--- src/rtl/uart_rx.sv ---
// uart_rx: 8N1 UART receiver, LSB first, mid-bit sampling, framing-error detection
//   i_clk           system clock, rising edge
//   i_rst           synchronous active-high reset
//   i_RX_bit        asynchronous serial line, idle high
//   o_RX_byte       last correctly framed byte, held until the next good byte
//   o_RX_done       one-cycle pulse when o_RX_byte is updated
//   o_frame_err     one-cycle pulse when the stop bit is sampled low
//   o_receive_state high from start-edge detection until return to idle
module uart_rx #(
   parameter int CLOCK_PER_BIT = 434
) (
   input  logic       i_clk,
   input  logic       i_rst,
   input  logic       i_RX_bit,
   output logic [7:0] o_RX_byte,
   output logic       o_RX_done,
   output logic       o_frame_err,
   output logic       o_receive_state
);
   localparam int HALF_BIT = CLOCK_PER_BIT / 2;
   localparam logic [10:0] BIT_END  = 11'(CLOCK_PER_BIT - 1);
   localparam logic [10:0] HALF_END = 11'(HALF_BIT - 1);
   typedef enum logic [2:0] {IDLE, START, DATA, STOP, BREAK_WAIT, CLEANUP} state_t;
   state_t      state_q, state_d;
   logic        meta_q, meta_d, rx_s_q, rx_s_d;
   logic [10:0] cnt_q, cnt_d;
   logic [2:0]  idx_q, idx_d;
   logic [7:0]  shift_q, shift_d, byte_q, byte_d;
   logic        done_q, done_d, err_q, err_d;
   always_comb begin
      meta_d  = i_RX_bit;
      rx_s_d  = meta_q;
      state_d = state_q;
      cnt_d   = cnt_q + 11'd1;
      idx_d   = idx_q;
      shift_d = shift_q;
      byte_d  = byte_q;
      done_d  = 1'b0;
      err_d   = 1'b0;
      case (state_q)
         IDLE: begin
            cnt_d = '0;
            idx_d = '0;
            if (!rx_s_q) state_d = START;
         end
         START: if (cnt_q == HALF_END) begin
            cnt_d   = '0;
            state_d = rx_s_q ? IDLE : DATA;
         end
         DATA: if (cnt_q == BIT_END) begin
            cnt_d   = '0;
            shift_d = {rx_s_q, shift_q[7:1]};
            idx_d   = idx_q + 3'd1;
            if (idx_q == 3'd7) state_d = STOP;
         end
         STOP: if (cnt_q == BIT_END) begin
            cnt_d   = '0;
            done_d  = rx_s_q;
            err_d   = !rx_s_q;
            byte_d  = rx_s_q ? shift_q : byte_q;
            state_d = rx_s_q ? CLEANUP : BREAK_WAIT;
         end
         // a held-low line must return high before a new start edge can be seen
         BREAK_WAIT: begin
            cnt_d = '0;
            if (rx_s_q) state_d = CLEANUP;
         end
         CLEANUP: begin
            cnt_d   = '0;
            state_d = IDLE;
         end
         default: state_d = IDLE;
      endcase
   end
   always_ff @(posedge i_clk) begin
      if (i_rst) begin
         state_q <= IDLE;
         meta_q  <= 1'b1;
         rx_s_q  <= 1'b1;
         cnt_q   <= '0;
         idx_q   <= '0;
         shift_q <= '0;
         byte_q  <= '0;
         done_q  <= 1'b0;
         err_q   <= 1'b0;
      end else begin
         state_q <= state_d;
         meta_q  <= meta_d;
         rx_s_q  <= rx_s_d;
         cnt_q   <= cnt_d;
         idx_q   <= idx_d;
         shift_q <= shift_d;
         byte_q  <= byte_d;
         done_q  <= done_d;
         err_q   <= err_d;
      end
   end
   assign o_RX_byte       = byte_q;
   assign o_RX_done       = done_q;
   assign o_frame_err     = err_q;
   assign o_receive_state = (state_q != IDLE);
endmodule
--- config.mk ---
export PLATFORM = sky130hd
export DESIGN_NAME = uart_rx
export DESIGN_NICKNAME = d
export VERILOG_FILES = /design/src/rtl/uart_rx.sv
export SDC_FILE = /design/constraint.sdc
export NUM_CORES = 1
export LEC_CHECK = 0
export ABC_AREA = 1
export CAP_MARGIN = 25
export CORE_AREA = 5 5 63 65
export DETAILED_ROUTE_END_ITERATION = 8
export DIE_AREA = 0 0 68 70
export GPL_TIMING_DRIVEN = 0
export HOLD_SLACK_MARGIN = 0.12
export MAX_ROUTING_LAYER = met4
export PLACE_DENSITY_LB_ADDON = 0.3
export SYNTH_ARGS = -nofsm -noshare
export SYNTH_HDL_FRONTEND = slang
export SYNTH_SLANG_ARGS = --single-unit
--- constraint.sdc ---
create_clock -name i_clk -period 2.1 [get_ports i_clk]
set_clock_uncertainty 0.05 [all_clocks]
set_input_delay 0.42 -clock i_clk [delete_from_list [all_inputs] [get_ports i_clk]]
set_output_delay 0.42 -clock i_clk [all_outputs]
set_load 0.01 [all_outputs]
* Word level (Yosys, flattened, before mapping)
Cells that the tools add are included.
Operators by class: $add $sub $neg 2, multipliers 0, divide/modulo/power cells 0, order comparisons 0, equal/unequal tests 14, shifts and indexed selects 0, muxes and demuxes 14, bitwise operators 2, reduce and logical (&&, ||, !) cells 11
Operators by type and width (count):
- one-hot mux 11 bit (3 select lines) | 1
- two-way mux 11 bit | 2
- two-way mux 3 bit | 7
- one-hot mux 3 bit (5 select lines) | 1
- != test 2 bit (second input constant) | 6
- adder 11 x 1 -> 11 bit (second input constant) | 1
- equality test 11 x 8 -> 1 bit (second input constant) | 1
- equality test 11 x 9 -> 1 bit (second input constant) | 1
- equality test 3 bit (second input constant) | 3
- equality test 3 x 2 -> 1 bit (second input constant) | 2
- one-hot mux 3 bit (2 select lines) | 1
- AND reduction 6 bit | 1
- OR reduction 3 bit | 2
- AND reduction 2 bit | 2
- adder 3 x 1 -> 3 bit (second input constant) | 1
- equality test 3 x 1 -> 1 bit (second input constant) | 1
- zero test 3 bit | 1
- AND reduction 3 bit | 1
- nonzero test 3 bit | 1
- two-way mux 2 bit | 1
- inverter 1 bit | 2
- nonzero test 2 bit | 1
- OR reduction 2 bit | 1
- zero test 1 bit | 1
- two-way mux 1 bit | 1
Storage, ports and cells: bits in registers 37, bits in latches 0, memory bits (writable) 0, bits in read-only memories 0, input port bits 3, output and inout port bits 11, logic and storage cells 52, memories kept 0

* Depth between registers and ports, before layout
Gate-level depths: netlist of the first run.
depth after elaboration 4, gate-level depth with buffers 11, mapped depth without buffers 11

* Worst setup path after synthesis of the first run
OpenSTA, ideal clock, no wires.
kind reg2reg, start register cnt_q[0], end register cnt_q[0], setup time 0.118 ns, arrival 1.243 ns, required time 1.932 ns, path slack 0.690 ns, cell stages (with the launch flop) 9, path buffers 0, clock period less this slack 1.410 ns, cells stage by stage dfxtp_1 ha_1 nand2_1 nor2_2 nand3_4 nand2_2 o211ai_2 nand2_2 nor2_1
Between the ends: word-level cells in the longest chain between the ends 3, elaborated cells between the ends (all ways) 6, classes of those cells add/sub: 1; eq/ne: 2; mux: 3
RTL lines:
- start: declaration | line 26 | logic [10:0] cnt_q, cnt_d;
- start signal: assignment | line 90 | cnt_q <= cnt_d;
- adder 11 x 1 -> 11 bit, or another cell as far along | line 34 | cnt_d = cnt_q + 11'd1;
- two-way mux 11 bit (on tied branches) | line 50, 56, 46
- one-hot mux 11 bit (3 select lines) (*) | line 40 | case (state_q)
Mark *: on every way between the ends. The rest lies on a longest branch, timed or not. A chain may end at the register's enable or synchronous reset.

* Final worst setup path of the first run
start register state_q[2], end output port o_receive_state
Between the ends: word-level cells in the longest chain between the ends 1
RTL lines:
- start: declaration | line 24 | state_t state_q, state_d;
- start signal: assignment | line 87 | state_q <= state_d;
- nonzero test 3 bit | line 101 | assign o_receive_state = (state_q != IDLE);
- end: declaration | line 18 | output logic o_receive_state
Every way passes these cells.

==> impl_metrics.ini, run 1 <==
[run_status]
status = finished clean

[global_route]
grt_overflow_total = 0
antenna_found_initial = 0
grt_pass1_wl_mm = 5.63
grt_pass1_vias = 1270
global_route.usage.total_pct = 15.8
grt_max_degree = 11

[yosys]
yosysWarningCount = 0
synth_ff_type = dfxtp_1
synth-seq-cells = 37
yosysMostFrequentCell = dfxtp_1
ys_types = 30
synth_edf_count = 0
synth_top_cell_by_area = dfxtp_1
syn_avg_cell_area_sq_um = 8.18
syn-num-nets = 210
synth_seq_area_share_pct = 44.8
synth_cells = 202
ys_async_sr_fraction_pct = 0
syn_area_sq_um = 1650
netlist_top_cells_count = dfxtp_1 (37), inv_1 (25), nand2_1 (24), nor2_1 (24), a21oi_1 (16)
synth_top_area_share_pct = 44.8
synthTopCellsByArea = dfxtp_1 (45%), inv_1 (5.7%), nand2_1 (5.5%)

[routing]
wirelength_mm = 3.10
vias_per_cell = 4.90
dr.pass1.iters = 4
ant_nets = 0
drtIter0Drc = 85
vias = 1314
wl_per_cell_um = 11.6
drc = 0

[final_layout]
areaGrowthSynthToFinish_pct = 15.2
stdcell_area_sq_um = 1900
drive_above_1_share_pct = 17.1
fin_cells = 268
fin_nets = 230
diodes = 0
fillers = 301

[place]
placed_area_sq_um = 1840
dpl.hpwl_mm = 2.18
placed_cells = 261
routabilityCongestion = 0.841
port_buffers = 13

[timing]
min_period_ns = 2.00
tns_ns = 0
final-max-slew-violation-count = 0
setup_viol = 0
finalHoldViolations = 0
max_slew_margin_pct = 72.2
tightest_slew_ns = 0.418
min_period_over_period_pct = 95.1
fmax_mhz = 501
rsz0062_at_grt = no

[power_and_ir_drop]
total_leakage_power_nw = 0.752
cellPowerDensity_nw_per_um2 = 637
peakVddDrop_v = 0.000389

[die]
dieArea_sq_um = 4760
fp.dieH_um = 70
coreArea_sq_um = 3280
rows = 21
start_util_pct = 50.3
io_pins = 14
die_width_um = 68

[min_path]
hp-class = flip-flop to flip-flop

[critical_path]
cp_max_fo = 6
crit_path_max_incr_delay_ns = 0.54
path_class = flip-flop to output pin
start_kind = flip-flop
worstPathArrival_ns = 1.53
worstPathRequired_ns = 1.63
end_kind = output pin
crit_chain = inv_1 > nand2_2 > clkdlybuf4s50_1
critPathSlowestCell = clkdlybuf4s50_1

[clock_tree]
clock_path_buffers = 2
path_clk_slew_ns = 0.10
cts_tree = built
cts_max_level = 2
cts-root-buf = clkbuf_4
clock_sinks = 37
clk_latency_ns = 0.33
ctsHoldBuffers = 0
cts_buffers = 5

[run]
cap_violations = 0
stage by stage:
stage	hold WS [ns]	setup WS, ns	power [mW]	util [%]
4_1_cts	0.377	0.0216	1.23	57.8
3_5_place_dp	0.350	0.157	0.846	56.0
3_3_place_gp	0.346	0.175	0.844	56.0
2_1_floorplan	0.339	0.690	0.814	-
5_1_grt	0.412	0.0192	1.28	58.0
6_report	0.378	0.103	1.21	58.0
cells by family (layout without fill, tap and decap cells):
group,Yosys count,in the layout,synth area share [%]
AND/OR/NAND/NOR,81,81,24.9
AO/OA/AOI/OAI,43,43,15.4
flip-flops,37,37,44.8
buffers and inverters,31,51,8.48
adder cells (fa/ha/maj),5,5,3.79
XOR/XNOR,5,5,2.65
layout make-up:
class	instances	area, sq um	area share [%]
Buffer	4	38.8	2.04
Clock buffer	7	55.1	2.89
Inverter	27	101	5.32
Multi-Input combinational cell	134	777	40.8
Sequential cell	37	744	39.1
Tap cell	46	57.6	3.02
Timing Repair Buffer	13	130	6.83
cells in the final DEF (no fill, tap or decap), types with 3 or more instances in the layout:
cell,count
a21oi_1,16
a21oi_2,4
clkbuf_4,5
clkdlybuf4s50_1,13
dfxtp_1,34
dfxtp_2,3
ha_1,5
inv_1,25
nand2_1,23
nand2_2,4
nand3_1,9
nand4_1,5
nor2_1,23
nor2_2,4
nor3_1,3
o21ai_0,15
o21ai_2,3
or2_2,3
xor2_1,4
path summary, 6_finish.rpt:
check	start	end	slack (ns)	cells after the start
max	state_q[2]$_SDFFE_PP0P_	o_receive_state	0.10	3
min	meta_q$_SDFF_PP1_	rx_s_q$_SDFF_PP1_	0.38	1
max reg2reg	cnt_q[0]$_SDFF_PP0_	cnt_q[10]$_SDFF_PP0_	0.48	8
min reg2reg	meta_q$_SDFF_PP1_	rx_s_q$_SDFF_PP1_	0.38	1
per-layer routing:
| layer | track usage, % | up-vias | wire length, um |
|---|---|---|---|
| li1 | - | 697 | - |
| met4 | 5.96 | 0 | 26 |
| met1 | 20.9 | 593 | 1540 |
| met5 | - | - | 0 |
| met3 | 4.81 | 2 | 121 |
| met2 | 22.4 | 22 | 1410 |
critical path: cells and delay by family, from the launching register on:
family	cells	cell delay, ns
buffers and inverters	2	0.67
AND/OR/NAND/NOR	1	0.13
flip-flops	1	0.38
where the power goes:
group,total [mW],switching [mW],internal [mW]
clock network,0.379,0.221,0.158
logic,0.108,0.0666,0.0411
registers,0.726,0.0134,0.713
total,1.21,0.301,0.912
registers in the layout (all words and copies together) (netlist names):
register,flops
o_RX_done,1
state_q,3
cnt_q,11
o_frame_err,1
o_RX_byte,8
shift_q,8
idx_q,3
rx_s_q,1
meta_q,1
timing repair:
action | in CTS | in global routing
buffers inserted | 0 | 0
endpoints found under the setup margin | 1 | 1
gates resized for setup | 2 | 3
Note: power is estimated with default switching activity, not from simulation.
==> inputs of run 2 (changes only) <==
Settings changed: GPL_ROUTABILITY_DRIVEN from default to 1.
==> results of run 2 <==
No change in the layout: final DEF, timing and power equal those of run 1.
